--- src/rtl/slt_cmp_arbiter.sv ---
// Round-robin share of one set-less-than comparator between two request ports; 1-cycle latency.
// Backpressure: a port whose one-entry response buffer is full and not draining is not granted.
module slt_cmp_arbiter #(
  parameter int DATA_WIDTH    = 32,
  parameter int OPCODE_LENGTH = 4
) (
  input  logic                  clk,
  input  logic                  reset,
  input  logic                  req0_valid,
  output logic                  req0_ready,
  input  logic [DATA_WIDTH-1:0] req0_a,
  input  logic [DATA_WIDTH-1:0] req0_b,
  input  logic                  req0_unsigned,
  output logic                  resp0_valid,
  input  logic                  resp0_ready,
  output logic [DATA_WIDTH-1:0] resp0_result,
  input  logic                  req1_valid,
  output logic                  req1_ready,
  input  logic [DATA_WIDTH-1:0] req1_a,
  input  logic [DATA_WIDTH-1:0] req1_b,
  input  logic                  req1_unsigned,
  output logic                  resp1_valid,
  input  logic                  resp1_ready,
  output logic [DATA_WIDTH-1:0] resp1_result
);

  typedef struct packed {
    logic [DATA_WIDTH-1:0] a;
    logic [DATA_WIDTH-1:0] b;
    logic                  is_unsigned;
  } cmp_req_t;

  // Opcode tagging is carried for the ALU family only; reject nonsensical widths at elaboration.
  if (OPCODE_LENGTH < 1 || DATA_WIDTH < 1) begin : g_param_check
    $error("slt_cmp_arbiter: DATA_WIDTH and OPCODE_LENGTH must be positive");
  end

  logic                  last_grant;
  logic                  elig0;
  logic                  elig1;
  logic                  grant0;
  logic                  grant1;
  cmp_req_t              cmp_req;
  logic [DATA_WIDTH-1:0] cmp_result;

  // last_grant == 1 means port 1 won last, so port 0 wins the next tie.
  always_comb begin
    elig0  = req0_valid && (!resp0_valid || resp0_ready);
    elig1  = req1_valid && (!resp1_valid || resp1_ready);
    grant0 = !reset && elig0 && (!elig1 || last_grant);
    grant1 = !reset && elig1 && (!elig0 || !last_grant);
  end

  assign req0_ready = grant0;
  assign req1_ready = grant1;

  always_comb begin
    cmp_req = grant1 ? {req1_a, req1_b, req1_unsigned}
                     : {req0_a, req0_b, req0_unsigned};
  end

  always_comb begin
    cmp_result = '0;
    if (cmp_req.is_unsigned) begin
      cmp_result[0] = cmp_req.a < cmp_req.b;
    end else begin
      cmp_result[0] = $signed(cmp_req.a) < $signed(cmp_req.b);
    end
  end

  // A grant reloads the buffer even when it drains in the same cycle.
  always_ff @(posedge clk) begin
    if (reset) begin
      resp0_valid  <= 1'b0;
      resp0_result <= '0;
      resp1_valid  <= 1'b0;
      resp1_result <= '0;
      last_grant   <= 1'b1;
    end else begin
      if (grant0) begin
        resp0_valid  <= 1'b1;
        resp0_result <= cmp_result;
      end else if (resp0_ready) begin
        resp0_valid  <= 1'b0;
      end
      if (grant1) begin
        resp1_valid  <= 1'b1;
        resp1_result <= cmp_result;
      end else if (resp1_ready) begin
        resp1_valid  <= 1'b0;
      end
      if (grant0 || grant1) begin
        last_grant <= grant1;
      end
    end
  end

endmodule

--- config.mk ---
export PLATFORM = sky130hd
export DESIGN_NAME = slt_cmp_arbiter
export DESIGN_NICKNAME = d
export VERILOG_FILES = /design/src/rtl/slt_cmp_arbiter.sv
export SDC_FILE = /design/constraint.sdc
export NUM_CORES = 1
export LEC_CHECK = 0
export CORE_AREA = 2 2 78 80
export DETAILED_ROUTE_END_ITERATION = 10
export DIE_AREA = 0 0 80 82
export DONT_BUFFER_PORTS = 1
export RECOVER_POWER = 25
export SYNTH_ARGS = -nofsm -noshare
export SYNTH_HDL_FRONTEND = slang
export SYNTH_SLANG_ARGS = --single-unit
--- constraint.sdc ---
create_clock -name clk -period 2.6 [get_ports clk]
set_input_delay 0.26 -clock clk [delete_from_list [all_inputs] [get_ports clk]]
set_output_delay 0.26 -clock clk [all_outputs]
set_load 0.01 [all_outputs]
==> flow_summary.ini, run 1 <==
[flow_run]
maxCapViolations = 0

[placed_design]
place_inst = 398
pre_cts_slack_ns = -0.281
dp_hpwl_um = 4590
port_buffers = 0
dpl_cell_area_mm2 = 0.00219
gp_congestion = 0.765

[power_and_ir_drop]
peakVddDrop_v = 0.000371
seqPwrFrac_pct = 13.1
power_density_mw_per_mm2 = 296
swShare_pct = 42.9
pwr-share-comb_pct = 66.4
intPower_mw = 0.407
p_leak_nw = 1.23
total_power_mw = 0.713
pwr-share-clk_pct = 20.5
p_sw_mw = 0.305

[synth]
yosys_register_bits = 5
yosysMostFrequentCell = nand2_1
ys_seq_area_share_pct = 4.62
synth.area.top_cells = buf_4 22%, ha_1 18%, nand2_1 18%, mux2i_1 14%, dfxtp_1 4.6%
ys_warn_count = 0
ys_async_sr_fraction_pct = 0
syn-mean-instance-area_um2 = 6.94
synth_cells = 312
synth_top_area_share_pct = 21.5
yosysTopAreaCell = buf_4
synth_edf_count = 0
synth.distinct_cells = 46
yosys_most_used_dff = dfxtp_1
synth_common_cells = 103 x nand2_1, 62 x buf_4, 31 x ha_1, 31 x mux2i_1, 14 x a21oi_1
syn-cell-area_mm2 = 0.00216

[route]
postRouteAntennaNets = 0
routed_wirelength_um = 5390
post-route-drc-count = 0
drt_iter0_drc = 38
wl_per_cell_um = 13.2
vias = 1991
firstDrtPassIters = 5
viasPerCell = 4.87

[floorplan]
start_util_pct = 37.7
die_h_um = 82
ios = 204
dieArea_mm2 = 0.00656
die_w_um = 80
core_area_mm2 = 0.00575
rows = 28

[worst_hold_path]
hold_class = input pin to flip-flop

[clocking]
cts_max_level = 1
holdBufCountCts = 0
cts.sinks = 5
insertion_delay_ns = 0.22
cts_buffers = 3
clk_pin_slew_ns = 0.04
cts-root-buf = clkbuf_8
cts_tree = yes
clock_path_buffers = 2

[critical_path]
crit_required_ns = 2.76
cpPeakStageDelay_ns = 0.34
reg2reg_slack_ns = -0.19
cp_max_fo = 8
crit_slowest_cell = a311o_1
reg2reg_from = resp1_valid
cp.arrival_ns = 2.95
reg2reg_depth = 13
crit_type = flip-flop to flip-flop
crit_path_end = resp1_result[0]
r2r-end = resp1_result[0]
path_cells = nand2b_1, and3b_2, nand2_4, clkinv_8, buf_4, mux2i_1, ha_1, nand4_2, nor4_4, nand2_2, a311o_1, a2111oi_2, nand3b_1
start_kind = flip-flop
critPathLaunch = resp1_valid
worstSetupEndpointType = flip-flop

[global_route]
grtUsageMet3_pct = 2.42
grt_pass1_wl_um = 7560
grt_pass1_vias = 1739
grt_max_degree = 25
busiest_layer = met2
gr-total-overflow = 0
grtUsageMet2_pct = 26.9
antenna_found_initial = 0
grt_use_met1_pct = 16.8
gr-usage-all-layers_pct = 14.5

[timing]
finClkSkew_ns = 0.00196
hold_slack_ns = 0.104
rsz0062_at_grt = true
layout_min_cycle_time_ns = 2.79
max_freq_mhz = 358
setup_violations = 2
report.final.slew_viol_count = 0
period_share_pct = 107
tns_ns = -0.351
setup_ws_ns = -0.193
hold_violations = 0

[layout]
layout-drive-gt1-share_pct = 15.9
final_cells = 409
diodes = 0
nets = 502
syn2layout_area_growth_pct = 11.3
final_util_pct = 41.9
nFillCells = 620
fin_area_mm2 = 0.00241

[outcome]
violations = setup timing
status = finished with violations
==> metal layers <==
metal / share of wire [%] / up-vias
met1: 40 / 878
met5: 0 / -
met3: 8.1 / 8
met2: 50 / 112
met4: 1.5 / 0
li1: - / 993
==> logic make-up after synthesis <==
logic type / after synthesis / share of synthesized area [%]
adder cells (fa/ha/maj): 31 / 17.9
AO/OA/AOI/OAI: 35 / 10.8
multiplexers: 31 / 14.3
other: 1 / 0.173
flip-flops: 5 / 4.62
AND/OR/NAND/NOR: 133 / 27.6
buffers and inverters: 76 / 24.6
==> critical path: cells and delay by family, from the launching register on <==
kind            cells  cell delay, ns
compound gates      2            0.64
fa+ha+maj           1            0.31
buf+inv             2            0.27
flops               1            0.32
mux                 1            0.12
simple gates        7            1.05
==> cells in the final DEF (no fill, tap or decap), drive strengths merged, types with 6 or more instances in the layout <==
cell   count
buf       26
nand2    105
nor2       6
ha        31
a21oi     14
conb      62
o21ai      7
mux2i     31
==> layout make-up <==
class / count / area, um^2 / share of cell area, %
tap: 75 / 93.8 / 3.89
timing repair buffer: 27 / 288 / 11.9
inverter: 5 / 33.8 / 1.40
clock buffer: 4 / 45.0 / 1.87
multi-input combinational: 292 / 1840 / 76.3
timing repair inverter: 1 / 8.76 / 0.363
sequential: 5 / 101 / 4.21
==> power groups by stage <==
stage	Sequential, mW	Combinational [mW]	Clock (mW)
6_report	0.0933	0.473	0.146
3_5_place_dp	0.0940	0.426	0
4_1_cts	0.0931	0.443	0.148
5_1_grt	0.0946	0.536	0.152
2_1_floorplan	0.0941	0.383	0
3_3_place_gp	0.0940	0.419	0
==> what timing repair did <==
| action | in CTS | in global routing |
|---|---|---|
| gates cloned | 0 | 2 |
| resized for setup | 7 | 12 |
| pin swaps | 3 | 2 |
| setup endpoints to repair | 2 | 2 |
| buffers inserted | 0 | 5 |
==> state kept, by name (all words and copies together) (netlist names) <==
name / flops
resp1_valid: 1
resp0_result: 1
resp0_valid: 1
last_grant: 1
resp1_result: 1
==> worst min path at each step <==
stage / cells after the start / endpoint / start
after floorplan: 1 / resp0_valid / reset
after global routing: 1 / resp0_valid / reset
after detailed placement: 1 / resp0_valid / reset
after global placement: 1 / resp0_valid / reset
after CTS: 1 / resp0_valid / reset
final: 1 / resp0_valid / reset
Power figures use the tool's default switching activity.
==> run 2: changes to the inputs <==
--- a/config.mk
+++ b/config.mk
@@ -6,6 +6,7 @@
 export NUM_CORES = 1
 export LEC_CHECK = 0
 export CORE_AREA = 2 2 78 80
+export CTS_CLUSTER_DIAMETER = 60
 export DETAILED_ROUTE_END_ITERATION = 10
 export DIE_AREA = 0 0 80 82
 export DONT_BUFFER_PORTS = 1
==> results of run 2 <==
The final DEF is identical to that of run 1; final timing and power are the same.
==> run 3: changes to the inputs <==
--- a/config.mk
+++ b/config.mk
@@ -5,6 +5,7 @@
 export SDC_FILE = /design/constraint.sdc
 export NUM_CORES = 1
 export LEC_CHECK = 0
+export CAP_MARGIN = 25
 export CORE_AREA = 2 2 78 80
 export CTS_CLUSTER_DIAMETER = 60
 export DETAILED_ROUTE_END_ITERATION = 10
==> results of run 3 <==
The final DEF is identical to that of run 1; final timing and power are the same.
